$ cat config.mk
export PLATFORM = sky130hd
export DESIGN_NAME = uart_receive
export DESIGN_NICKNAME = d
export VERILOG_FILES = /design/src/rtl/uart_pkg.sv /design/src/rtl/uart_receive_counter.sv /design/src/rtl/uart_receive.sv
export SDC_FILE = /design/constraint.sdc
export NUM_CORES = 1
export LEC_CHECK = 0
export ABC_AREA = 1
export BUFFER_PORTS_ARGS = -buffer_cell sky130_fd_sc_hd__buf_2
export CAP_MARGIN = 20
export CORE_MARGIN = 1
export CORE_UTILIZATION = 35
export CTS_BUF_LIST = sky130_fd_sc_hd__clkbuf_8
export CTS_CLUSTER_DIAMETER = 60
export CTS_CLUSTER_SIZE = 16
export DETAILED_ROUTE_END_ITERATION = 7
export GPL_ROUTABILITY_DRIVEN = 1
export PLACE_DENSITY = 0.64
export REMOVE_ABC_BUFFERS = 1
export SLEW_MARGIN = 20
export SYNTH_ARGS = -nofsm -noshare
export SYNTH_HDL_FRONTEND = slang
export SYNTH_SLANG_ARGS = --single-unit
$ cat constraint.sdc
create_clock -name clk_in -period 1.4 [get_ports clk_in]
set_input_delay 0.42 -clock clk_in [delete_from_list [all_inputs] [get_ports clk_in]]
set_output_delay 0.42 -clock clk_in [all_outputs]
set_load 0.05 [all_outputs]
$ cat src/rtl/uart_pkg.sv
// Shared UART definitions: receive FSM states and baud-period arithmetic.
package uart_pkg;

  typedef enum logic [2:0] {
    StIdle,
    StStart,
    StData,
    StStop,
    StWaitHigh
  } rx_state_e;

  function automatic int unsigned baud_period(input int unsigned freq, input int unsigned rate);
    return freq / rate;
  endfunction

  function automatic int unsigned cnt_width(input int unsigned period);
    return (period > 1) ? $clog2(period) : 1;
  endfunction

endpackage

$ cat src/rtl/uart_receive_counter.sv
// Free-running modulo counter used for baud timing; counts 0..period_in-1 then wraps.
module uart_receive_counter #(
  parameter int unsigned Width = 4
) (
  input  logic             clk_in,
  input  logic             rst_in,
  input  logic [Width:0]   period_in,
  output logic [Width-1:0] count_out
);

  logic [Width-1:0] count_q, count_d;
  logic [Width:0]   last;

  assign last = period_in - {{Width{1'b0}}, 1'b1};

  always_comb begin
    count_d = count_q + Width'(1);
    if ({1'b0, count_q} == last) begin
      count_d = '0;
    end
  end

  always_ff @(posedge clk_in) begin
    if (rst_in) begin
      count_q <= '0;
    end else begin
      count_q <= count_d;
    end
  end

  assign count_out = count_q;

endmodule

$ cat src/rtl/uart_receive.sv
// UART receiver: 8N1-style framing, LSB first, one-cycle valid / framing-error pulses.
// Define UART_RX_SYNC_EN to insert a two-flop synchroniser on rx_wire_in.
module uart_receive
  import uart_pkg::*;
#(
  parameter int unsigned INPUT_CLOCK_FREQ = 100_000_000,
  parameter int unsigned BAUD_RATE        = 9600,
  parameter int unsigned DATA_WIDTH       = 8
) (
  input  logic                  clk_in,
  input  logic                  rst_in,
  input  logic                  rx_wire_in,
  output logic [DATA_WIDTH-1:0] data_byte_out,
  output logic                  new_data_out,
  output logic                  framing_err_out,
  output logic                  busy_out
);

  localparam int unsigned P    = baud_period(INPUT_CLOCK_FREQ, BAUD_RATE);
  localparam int unsigned H    = P / 2;
  localparam int unsigned CntW = cnt_width(P);
  localparam int unsigned BitW = (DATA_WIDTH > 1) ? $clog2(DATA_WIDTH) : 1;

  localparam logic [CntW:0]   PeriodVal = (CntW + 1)'(P);
  localparam logic [CntW-1:0] HalfLast  = CntW'(H - 1);
  localparam logic [CntW-1:0] PerLast   = CntW'(P - 1);
  localparam logic [BitW-1:0] BitLast   = BitW'(DATA_WIDTH - 1);

  logic rx;

`ifdef UART_RX_SYNC_EN
  logic rx_meta_q, rx_sync_q;

  always_ff @(posedge clk_in) begin
    if (rst_in) begin
      rx_meta_q <= 1'b1;
      rx_sync_q <= 1'b1;
    end else begin
      rx_meta_q <= rx_wire_in;
      rx_sync_q <= rx_meta_q;
    end
  end

  assign rx = rx_sync_q;
`else
  assign rx = rx_wire_in;
`endif

  rx_state_e             state_q, state_d;
  logic [DATA_WIDTH-1:0] shreg_q, shreg_d;
  logic [BitW-1:0]       bit_q, bit_d;
  logic [DATA_WIDTH-1:0] data_q, data_d;
  logic                  new_data_q, new_data_d;
  logic                  err_q, err_d;
  logic                  busy_q, busy_d;
  logic                  restart;
  logic [CntW-1:0]       count;
  logic [DATA_WIDTH:0]   shift_in;

  // Restart aligns count to the start edge so sample points fall on count compares.
  uart_receive_counter #(
    .Width (CntW)
  ) u_baud_cnt (
    .clk_in    (clk_in),
    .rst_in    (rst_in | restart),
    .period_in (PeriodVal),
    .count_out (count)
  );

  assign shift_in = {rx, shreg_q};

  always_comb begin
    state_d    = state_q;
    shreg_d    = shreg_q;
    bit_d      = bit_q;
    data_d     = data_q;
    new_data_d = 1'b0;
    err_d      = 1'b0;
    busy_d     = busy_q;
    restart    = 1'b0;
    unique case (state_q)
      StIdle: begin
        if (!rx) begin
          state_d = StStart;
          restart = 1'b1;
          busy_d  = 1'b1;
        end
      end
      StStart: begin
        if (count == HalfLast) begin
          if (!rx) begin
            state_d = StData;
            restart = 1'b1;
            bit_d   = '0;
          end else begin
            state_d = StIdle;
            busy_d  = 1'b0;
          end
        end
      end
      StData: begin
        if (count == PerLast) begin
          shreg_d = shift_in[DATA_WIDTH:1];
          if (bit_q == BitLast) begin
            state_d = StStop;
          end else begin
            bit_d = bit_q + BitW'(1);
          end
        end
      end
      StStop: begin
        if (count == PerLast) begin
          if (rx) begin
            data_d     = shreg_q;
            new_data_d = 1'b1;
            state_d    = StIdle;
            busy_d     = 1'b0;
          end else begin
            err_d   = 1'b1;
            state_d = StWaitHigh;
          end
        end
      end
      StWaitHigh: begin
        // A held-low break must not be decoded as a stream of zero frames.
        if (rx) begin
          state_d = StIdle;
          busy_d  = 1'b0;
        end
      end
      default: begin
        state_d = StIdle;
        busy_d  = 1'b0;
      end
    endcase
  end

  always_ff @(posedge clk_in) begin
    if (rst_in) begin
      state_q    <= StIdle;
      shreg_q    <= '0;
      bit_q      <= '0;
      data_q     <= '0;
      new_data_q <= 1'b0;
      err_q      <= 1'b0;
      busy_q     <= 1'b0;
    end else begin
      state_q    <= state_d;
      shreg_q    <= shreg_d;
      bit_q      <= bit_d;
      data_q     <= data_d;
      new_data_q <= new_data_d;
      err_q      <= err_d;
      busy_q     <= busy_d;
    end
  end

  assign data_byte_out   = data_q;
  assign new_data_out    = new_data_q;
  assign framing_err_out = err_q;
  assign busy_out        = busy_q;

endmodule
==> metrics.md, run 1 <==
| Metric | Value |
|---|---|
| RSZ-0062 raised after global routing | `true` |
| Drt via density | `4.60` |
| EDFF count, synth | `0` |
| Final setup viols | `6` |
| # diodes | `0` |
| Reg power frac | `0.387` |
| ANT nets after route | `0` |
| Layout Nets | `316` |
| R2R setup slack | `-20 ps` |
| Gpl congestion | `0.829` |
| Layout area overhead | `37.9%` |
| Port Buffer Count | `13` |
| Initial Utilization | `0.362` |
| Chip Width | `between 70 and 80 microns` |
| # clock sinks | `39` |
| Fraction of layout cells with a size suffix above 1 | `0.354` |
| Syn Inst Count | `258` |
| Final hold vios | `0` |
| Setup Skew | `about 12 ps` |
| Number of synthesized register bits | `39` |
| All-layer global routing usage | `0.153` |
| Hold Path Class | `input pin to flip-flop` |
| Hold-fix buffers, CTS | `0` |
| Worst EP arrival | `1610 ps` |
| TritonCTS clock tree | `yes` |
| Worst slew margin | `0.785` |
| DR vias | `1751` |
| CTS Root Cell | `clkbuf_8` |
| Slowest stage delay, CP | `350 ps` |
| Slew Limit Fails | `0` |
| Worst VDD drop | `0.671 mV` |
| Clock Path Buffers | `2` |
| CP most frequent cell | `nor2_1` |
| Final hold slack | `between 400 and 500 ps` |
| Final wirelength | `4.02 mm` |
| Syn. warnings | `0` |
| CTS H-Tree Depth | `2` |
| Detailed Place HPWL | `2.73 mm` |
| Top Family by Delay on Critical Path | `simple AND/OR/NAND/NOR gates` |
| Slack of the critical path | `-16.9 ps` |
| NetSw | `~1.1 mW` |
| Vias in the first global route | `1507` |
| Mapped cell area | `approximately 1800 sq um` |
| Status | `finished, violations left` |
| Count of cell types in the netlist | `27` |
| First-pass GRT wire length | `6.45 mm` |
| Routed len/inst | `10.6 microns` |
| Combinational fraction of design power | `0.319` |
| Maximum clock rate | `706 MHz` |
| Cell row count | `26` |
| Violated checks | `setup timing` |
| Min cycle time layout | `1420 ps` |
| Iter 0 DRT Violations | `between 90 and 100` |
| Global route overflow | `0` |
| Worst-Margin Slew | `323 ps` |
| Crit path buf inv count | `1` |
| Most frequent cells in the layout | `50 x nor2_1, 34 x dfxtp_1, 33 x nand2_1, 32 x buf_4, 29 x inv_1` |
| Sequential area share after synthesis | `0.423` |
| Sw frac | `0.340` |
| Crit path cell chain | `ha_4, nand3_4, nor2_4, nand2_4, nor3_4, inv_4, nor2_1, nor2_1` |
| Crit path launch type | `flip-flop` |
| Placed insts | `368` |
| Overall power | `between 3 and 4 mW` |
| Post-synth ARST share | `0` |
| Critical Path End Type | `flip-flop` |
| Worst EP required | `1590 ps` |
| Top cell type's share of synthesized area | `0.423` |
| DRC Markers | `0` |
| P_int | `2.14 mW` |
| Post-Layout Cell Count | `between 300 and 400` |
| Leading area contributor after synthesis | `dfxtp_1` |
| Leakage | `1.14 nW` |
| CTS Buf Count | `5` |
| Die Height | `74.6 microns` |
| Io pins | `14` |
| Post-synth top flop | `dfxtp_1` |
| Final cycle utilization of the critical path | `1.01` |
| Power Density | `1270 nW/um^2` |
| Initial antenna violation count | `0` |
| Clock latency on the worst-skew pair | `300 ps` |
| Clock power share | `0.294` |
| First-pass detailed-route iteration total | `4` |
| Core Area | `5110 sq um` |
| Die area | `around 5600 sq um` |
| Worst Path Max Fanout | `8` |
| Max cap viols | `0` |
| Commonest non-fill, non-tap cell in the layout | `nor2_1` |
| Clock-pin slew on the worst setup and hold paths | `90 ps` |
| WS Path Type | `flip-flop to flip-flop` |
| Largest net degree at the start of global routing | `15` |
| Top post-synthesis cells by area | `dfxtp_1 42%, nor2_1 12%, nand2_1 7.3%, inv_1 6.3%, o21ai_1 4.3%` |
| Worst path slowest cell | `dfxtp_2` |
| Avg Inst Size Synth | `7.16 sq um` |
## metrics by stage
| step | util | cell area (sq um) | setup TNS, ps | worst slack [ps] |
|---|---|---|---|---|
| 5_1_grt | 0.499 | 2550 | -2900 | -125 |
| 4_1_cts | 0.472 | 2410 | -285 | -40.7 |
| 2_1_floorplan | - | 1800 | -2490 | -185 |
| 3_5_place_dp | 0.435 | 2220 | -1680 | -107 |
| 3_3_place_gp | 0.435 | 2220 | -503 | -48.5 |
| 6_report | 0.499 | 2550 | -48.8 | -16.9 |
## layer usage
metal | wire [microns] | track usage
met5 | 0 | 0
met4 | 92 | 0.0692
met3 | 122 | 0.0402
met2 | 1850 | 0.236
met1 | 1960 | 0.201
## repair_timing
item / in CTS / in global routing
buffers inserted: 1 / 4
resized for setup: 18 / 29
endpoints found under the hold margin: 0 / 0
pin swaps: 5 / 12
endpoints found under the setup margin: 34 / 36
## final timing paths
check / from / end / depth (start not counted)
worst min register to register: busy_out / busy_out / 2
worst max-delay path: u_baud_cnt.count_out[0] / data_byte_out[6] / 8
worst max register to register: u_baud_cnt.count_out[0] / data_byte_out[6] / 8
worst min-delay path: rst_in / busy_out / 3
## cell usage after synthesis, types with 6 or more instances
| master | instances |
|---|---|
| nor2_1 | 59 |
| dfxtp_1 | 39 |
| nand2_1 | 36 |
| inv_1 | 31 |
| o21ai_1 | 16 |
| nand3_1 | 15 |
| nor3_1 | 10 |
| xor2_1 | 8 |
| a21oi_1 | 6 |
| nand4_1 | 6 |
## power by group through the flow
stage	logic [mW]	clock network (mW)	registers, mW
after CTS	0.918	0.980	1.24
after detailed placement	0.866	0	1.26
after global placement	0.860	0	1.26
after global routing	1.15	1.02	1.27
after floorplan	0.541	0	1.28
final	1.03	0.954	1.25
## layout make-up
cell class	instances	area, sq um
clock buffer	5	68.8
clock inverter	3	43.8
fill	491	2560
inverter	35	134
multi-input combinational	177	1030
sequential	39	790
tap	70	87.6
timing repair buffer	52	393
## worst min-delay path: cells and delay by family
| kind | cells | cell delay [ps] |
|---|---|---|
| buf+inv | 2 | 220 |
| compound gates | 1 | 40 |
## flip-flops by register name, indices dropped and copies added (netlist names)
signal                cells
framing_err_out           1
shreg_q                   8
new_data_out              1
state_q                   3
u_baud_cnt.count_out     14
data_byte_out             8
busy_out                  1
bit_q                     3
## cell families after synthesis
family / after synthesis / share of synthesized area
AOI/OAI and AO/OA: 26 / 0.0725
xor gates and xnor gates: 11 / 0.0522
adders and majority gates: 3 / 0.0203
buffers and inverters: 42 / 0.0962
DFF: 39 / 0.423
and+or+nand+nor: 137 / 0.336
Note: power is estimated with default switching activity, not from simulation.
==> inputs of run 2 (changes only) <==
--- a/config.mk
+++ b/config.mk
@@ -16,7 +16,6 @@
 export DETAILED_ROUTE_END_ITERATION = 7
 export GPL_ROUTABILITY_DRIVEN = 1
 export PLACE_DENSITY = 0.64
-export REMOVE_ABC_BUFFERS = 1
 export SLEW_MARGIN = 20
 export SYNTH_ARGS = -nofsm -noshare
 export SYNTH_HDL_FRONTEND = slang
==> metrics.md, run 2 (synthesis gave the netlist of run 1 again) <==
| Metric | Value |
|---|---|
| Commonest non-fill, non-tap cell in the layout | `nor2_1` |
| CTS Root Cell | `clkbuf_8` |
| Detailed Place HPWL | `roughly 2.8 mm` |
| CTS Buf Count | `5` |
| Final wirelength | `4.07 mm` |
| Initial Utilization | `0.362` |
| DP Area | `2230 sq um` |
| Vias in the first global route | `roughly 1600` |
| Final setup viols | `13` |
| Core Area | `5110 sq um` |
| Hold Path Class | `input pin to flip-flop` |
| Worst VDD drop | `0.725 mV` |
| Initial antenna violation count | `0` |
| Slew Limit Fails | `0` |
| # clock sinks | `39` |
| Clock Path Buffers | `2` |
| Layout Nets | `318` |
| Worst slack at placement | `-57.4 ps` |
| Final cycle utilization of the critical path | `1.03` |
| Most frequent cells in the layout | `57 x nor2_1, 37 x buf_4, 36 x dfxtp_1, 32 x nand2_1, 30 x inv_1` |
| Min cycle time layout | `roughly 1400 ps` |
| Clock latency on the worst-skew pair | `a little under 300 ps` |
| Layout area overhead | `35.8%` |
| Leakage | `around 1.1 nW` |
| Max cap viols | `0` |
| Register area | `785 sq um` |
| Largest net degree at the start of global routing | `16` |
| Max reg flops | `14` |
| Worst Path Max Fanout | `4` |
| All-layer global routing usage | `0.164` |
| Setup Skew | `7.88 ps` |
| WS Path Type | `flip-flop to flip-flop` |
| Die area | `5570 sq um` |
| ANT nets after route | `0` |
| Fillcell total | `519` |
| RSZ-0062 raised after global routing | `true` |
| # diodes | `0` |
| Design Area, Final | `2510 sq um` |
| Worst EP required | `1600 ps` |
| TritonCTS clock tree | `yes` |
| Routed len/inst | `10.6 microns` |
| Status | `finished, violations left` |
| Io pins | `14` |
| First-pass GRT wire length | `between 6 and 7 mm` |
| Port Buffer Count | `13` |
| Worst slew margin | `0.795` |
| Final hold vios | `0` |
| Cell row count | `26` |
| DR vias | `1693` |
| Slack of the critical path | `-44.9 ps` |
| CTS H-Tree Depth | `2` |
| Chip Width | `74.6 microns` |
| Gpl congestion | `about 0.86` |
| DRC Markers | `0` |
| Overall power | `3.25 mW` |
| Crit path launch type | `flip-flop` |
| Iter 0 DRT Violations | `50` |
| Fraction of layout cells with a size suffix above 1 | `0.319` |
| Global route overflow | `0` |
| Worst-Margin Slew | `306 ps` |
| Net Count, Synth | `264` |
| Die Height | `about 75 microns` |
| Total Neg Setup Slack | `-381 ps` |
| First-pass detailed-route iteration total | `4` |
| Clock-pin slew on the worst setup and hold paths | `roughly 80 ps` |
| Multi-input gate area | `998 sq um` |
| Drt via density | `4.42` |
| Critical Path End Type | `flip-flop` |
| Violated checks | `setup timing` |
| Power Density | `1300 nW/um^2` |
| Worst EP arrival | `1640 ps` |
| Maximum clock rate | `692 MHz` |
-- run 2: cell count changes in the layout (fill, tap and decap cells not counted), moves of 3 or more --
cell     change
nor2_1       +7
nor2_2       -9
o21ai_2      +3
o21ai_1      -3
nor3_1       +8
buf_4        +5
nor3_2       -6
-- run 2: layout make-up --
class | count | share of cell area
flip-flops and latches | 39 | 0.313
inverters | 35 | 0.0544
clock buffers | 5 | 0.0274
well taps | 70 | 0.0349
multi-input cells | 177 | 0.398
repair buffers | 54 | 0.155
clock inverters | 3 | 0.0175
-- run 2: per-stage QoR --
stage	util	hold WS, ps	instances
6_report	0.491	342	383
5_1_grt	0.491	334	383
4_1_cts	0.469	333	377
3_5_place_dp	0.436	434	367
3_3_place_gp	0.436	426	367
2_1_floorplan	-	420	258
-- run 2: what timing repair did --
action                     4_1_cts  5_1_grt
buffers inserted                 2        6
gates resized for setup         10       19
hold buffers                     0        0
pin swaps                        4       14
setup endpoints to repair       34       36
-- run 2: where the power goes --
group          total (mW)  internal (mW)  switching (mW)
sequential           1.26           1.18          0.0767
clock               0.947          0.531           0.416
combinational        1.05          0.439           0.612
total                3.25           2.15            1.10
-- run 2: path summary, 6_finish.rpt --
path	start	endpoint	slack, ps	depth (start not counted)
worst min-delay path	rst_in	bit_q[1]	340	2
worst min register to register	busy_out	busy_out	470	2
worst max-delay path	state_q[2]	state_q[2]	-40	10
worst max register to register	state_q[2]	state_q[2]	-40	10
-- run 2: routing by layer --
metal / part of all wire / routed length (microns) / GRT usage / vias up
met5: 0 / 0 / 0 / -
met3: 0.023 / 95 / 0.0455 / 4
met1: 0.47 / 1900 / 0.198 / 760
li1: - / - / - / 917
met4: 0.016 / 65 / 0.0839 / 0
met2: 0.49 / 2020 / 0.267 / 12
-- run 2: critical path, cell delays in order, from the launching register on --
cell and delay, ps:
dfxtp_1 360, nor2_1 230, nand2_2 140, inv_2 80, nand2_1 70, nand2_1 140, inv_1 50, nand2_1 70
nor2_2 40, nor2_1 100, nor2_1 60
==> inputs of run 3 (changes only) <==
--- a/config.mk
+++ b/config.mk
@@ -16,6 +16,7 @@
 export DETAILED_ROUTE_END_ITERATION = 7
 export GPL_ROUTABILITY_DRIVEN = 1
 export PLACE_DENSITY = 0.64
+export SKIP_LAST_GASP = 1
 export SLEW_MARGIN = 20
 export SYNTH_ARGS = -nofsm -noshare
 export SYNTH_HDL_FRONTEND = slang
==> metrics.md, run 3 (synthesis gave the netlist of run 1 again) <==
| Metric | Value |
|---|---|
| Final hold vios | `0` |
| Reg-to-reg startpoint | `state_q[2]` |
| CP startpoint | `state_q[2]` |
| Fillcell total | `518` |
| Vias in the first global route | `1624` |
| Max reg flops | `14` |
| Fraction of layout cells with a size suffix above 1 | `0.313` |
| Global route overflow | `0` |
| Slack of the critical path | `-46.6 ps` |
| Hold Path Class | `input pin to flip-flop` |
| Worst R2R End | `state_q[2]` |
| Final setup viols | `13` |
| Status | `finished, violations left` |
| Io pins | `14` |
| # clock sinks | `39` |
| Initial Utilization | `0.362` |
| Max cap viols | `0` |
| # diodes | `0` |
| CTS Root Cell | `clkbuf_8` |
| Crit path cell chain | `nor2_1, nand2_2, inv_2, nand2_1, nand2_1, inv_1, nand2_1, nor2_2, nor2_1, nor2_1` |
| CTS H-Tree Depth | `2` |
| Layout Nets | `318` |
| First-pass GRT wire length | `between 6 and 7 mm` |
| Worst Path Max Fanout | `4` |
| Largest net degree at the start of global routing | `16` |
| Power Density | `around 1300 nW/um^2` |
| Final wirelength | `4.04 mm` |
| Slew Limit Fails | `0` |
| Die Height | `between 70 and 80 microns` |
| Top Family by Delay on Critical Path | `simple AND/OR/NAND/NOR gates` |
| Violated checks | `setup timing` |
| Register area | `785 sq um` |
| Iter 0 DRT Violations | `58` |
| Clock Path Buffers | `2` |
| Worst Reg2Reg Path Length in Cells | `10` |
| Worst slew margin | `0.795` |
| CTS Buf Count | `5` |
| Total Neg Setup Slack | `-361 ps` |
| Post-Layout Cell Count | `383` |
| Gpl congestion | `~0.86` |
| All-layer global routing usage | `0.164` |
| RSZ-0062 raised after global routing | `true` |
| Most frequent cells in the layout | `57 x nor2_1, 37 x buf_4, 36 x dfxtp_1, 32 x nand2_1, 30 x inv_1` |
| Layout area overhead | `35.4%` |
| Hold Path Depth | `2` |
| Routed len/inst | `10.6 microns` |
| Commonest non-fill, non-tap cell in the layout | `nor2_1` |
| Crit path buf inv count | `2` |
| Maximum clock rate | `691 MHz` |
| Multi-input gate area | `around 990 sq um` |
| Port Buffer Count | `13` |
| TritonCTS clock tree | `yes` |
| Worst EP arrival | `roughly 1600 ps` |
| Clock latency on the worst-skew pair | `290 ps` |
| Setup Skew | `a little under 9 ps` |
| Stages on worst setup path | `10` |
| Worst EP required | `between 1500 and 2000 ps` |
| Final cycle utilization of the critical path | `1.03` |
| Clock-pin slew on the worst setup and hold paths | `around 80 ps` |
| Cell row count | `26` |
| Critical Path End Type | `flip-flop` |
| Placed insts | `367` |
| Min cycle time layout | `1450 ps` |
| R2R setup slack | `-50 ps` |
| First-pass detailed-route iteration total | `4` |
| DRC Markers | `0` |
| Detailed Place HPWL | `2.76 mm` |
| Worst-Margin Slew | `between 300 and 400 ps` |
| Drt via density | `4.38` |
| WS Path Type | `flip-flop to flip-flop` |
| Initial antenna violation count | `0` |
| Chip Width | `74.6 microns` |
| Die area | `~5600 sq um` |
| ANT nets after route | `0` |
| Design Area, Final | `2500 sq um` |
| Overall power | `3.25 mW` |
| Core Area | `5110 sq um` |
| Worst VDD drop | `0.716 mV` |
| Worst slack at placement | `-57.4 ps` |
| Worst path slowest cell | `dfxtp_1` |
| Net Count, Synth | `264` |
| DP Area | `2230 sq um` |
| Slowest stage delay, CP | `360 ps` |
| DR vias | `1678` |
| Crit path launch type | `flip-flop` |
| Leakage | `1.14 nW` |
| Setup crit end | `state_q[2]` |
[run 3: cell counts in the layout (fill, tap and decap cells not counted)]
No cell type changed its count.
[run 3: how the worst min path moves through the flow]
stage	from	to	slack [ps]
2_1_floorplan	u_baud_cnt.count_out[0]	u_baud_cnt.count_out[0]	420
3_3_place_gp	u_baud_cnt.count_out[0]	u_baud_cnt.count_out[0]	430
3_5_place_dp	u_baud_cnt.count_out[0]	u_baud_cnt.count_out[0]	430
4_1_cts	rst_in	bit_q[2]	330
5_1_grt	rst_in	bit_q[1]	330
6_report	rst_in	bit_q[1]	340
[run 3: layout make-up]
type                    instances  area share
clock buffers                   5      0.0275
clock inverters                 3      0.0175
inverters                      35      0.0546
multi-input cells             177       0.396
flip-flops and latches         39       0.314
well taps                      70      0.0350
repair buffers                 54       0.155
[run 3: report_power, final]
group	leakage, nW	total [mW]	internal (mW)	switching [mW]
registers	0.316	1.26	1.18	0.0756
clock network	0.0581	0.948	0.531	0.417
logic	0.764	1.05	0.439	0.608
total	1.14	3.25	2.15	1.10
[run 3: repair_timing]
action,CTS,global route
hold buffers,0,0
buffers inserted,2,6
pin swaps,4,14
endpoints found under the setup margin,34,36
gates resized for setup,10,17
[run 3: through the flow]
stage                      util  hold slack, ps
after floorplan               -             420
after global placement    0.436             426
after detailed placement  0.436             434
after CTS                 0.469             333
after global routing      0.489             334
final                     0.489             341
[run 3: routing by layer]
layer	part of all wire	up-vias	wire length, microns	GRT usage
met5	0	-	0	0
met4	0.016	0	65	0.0839
met3	0.023	4	95	0.0455
met2	0.49	12	1970	0.267
met1	0.47	748	1920	0.198
li1	-	914	-	-
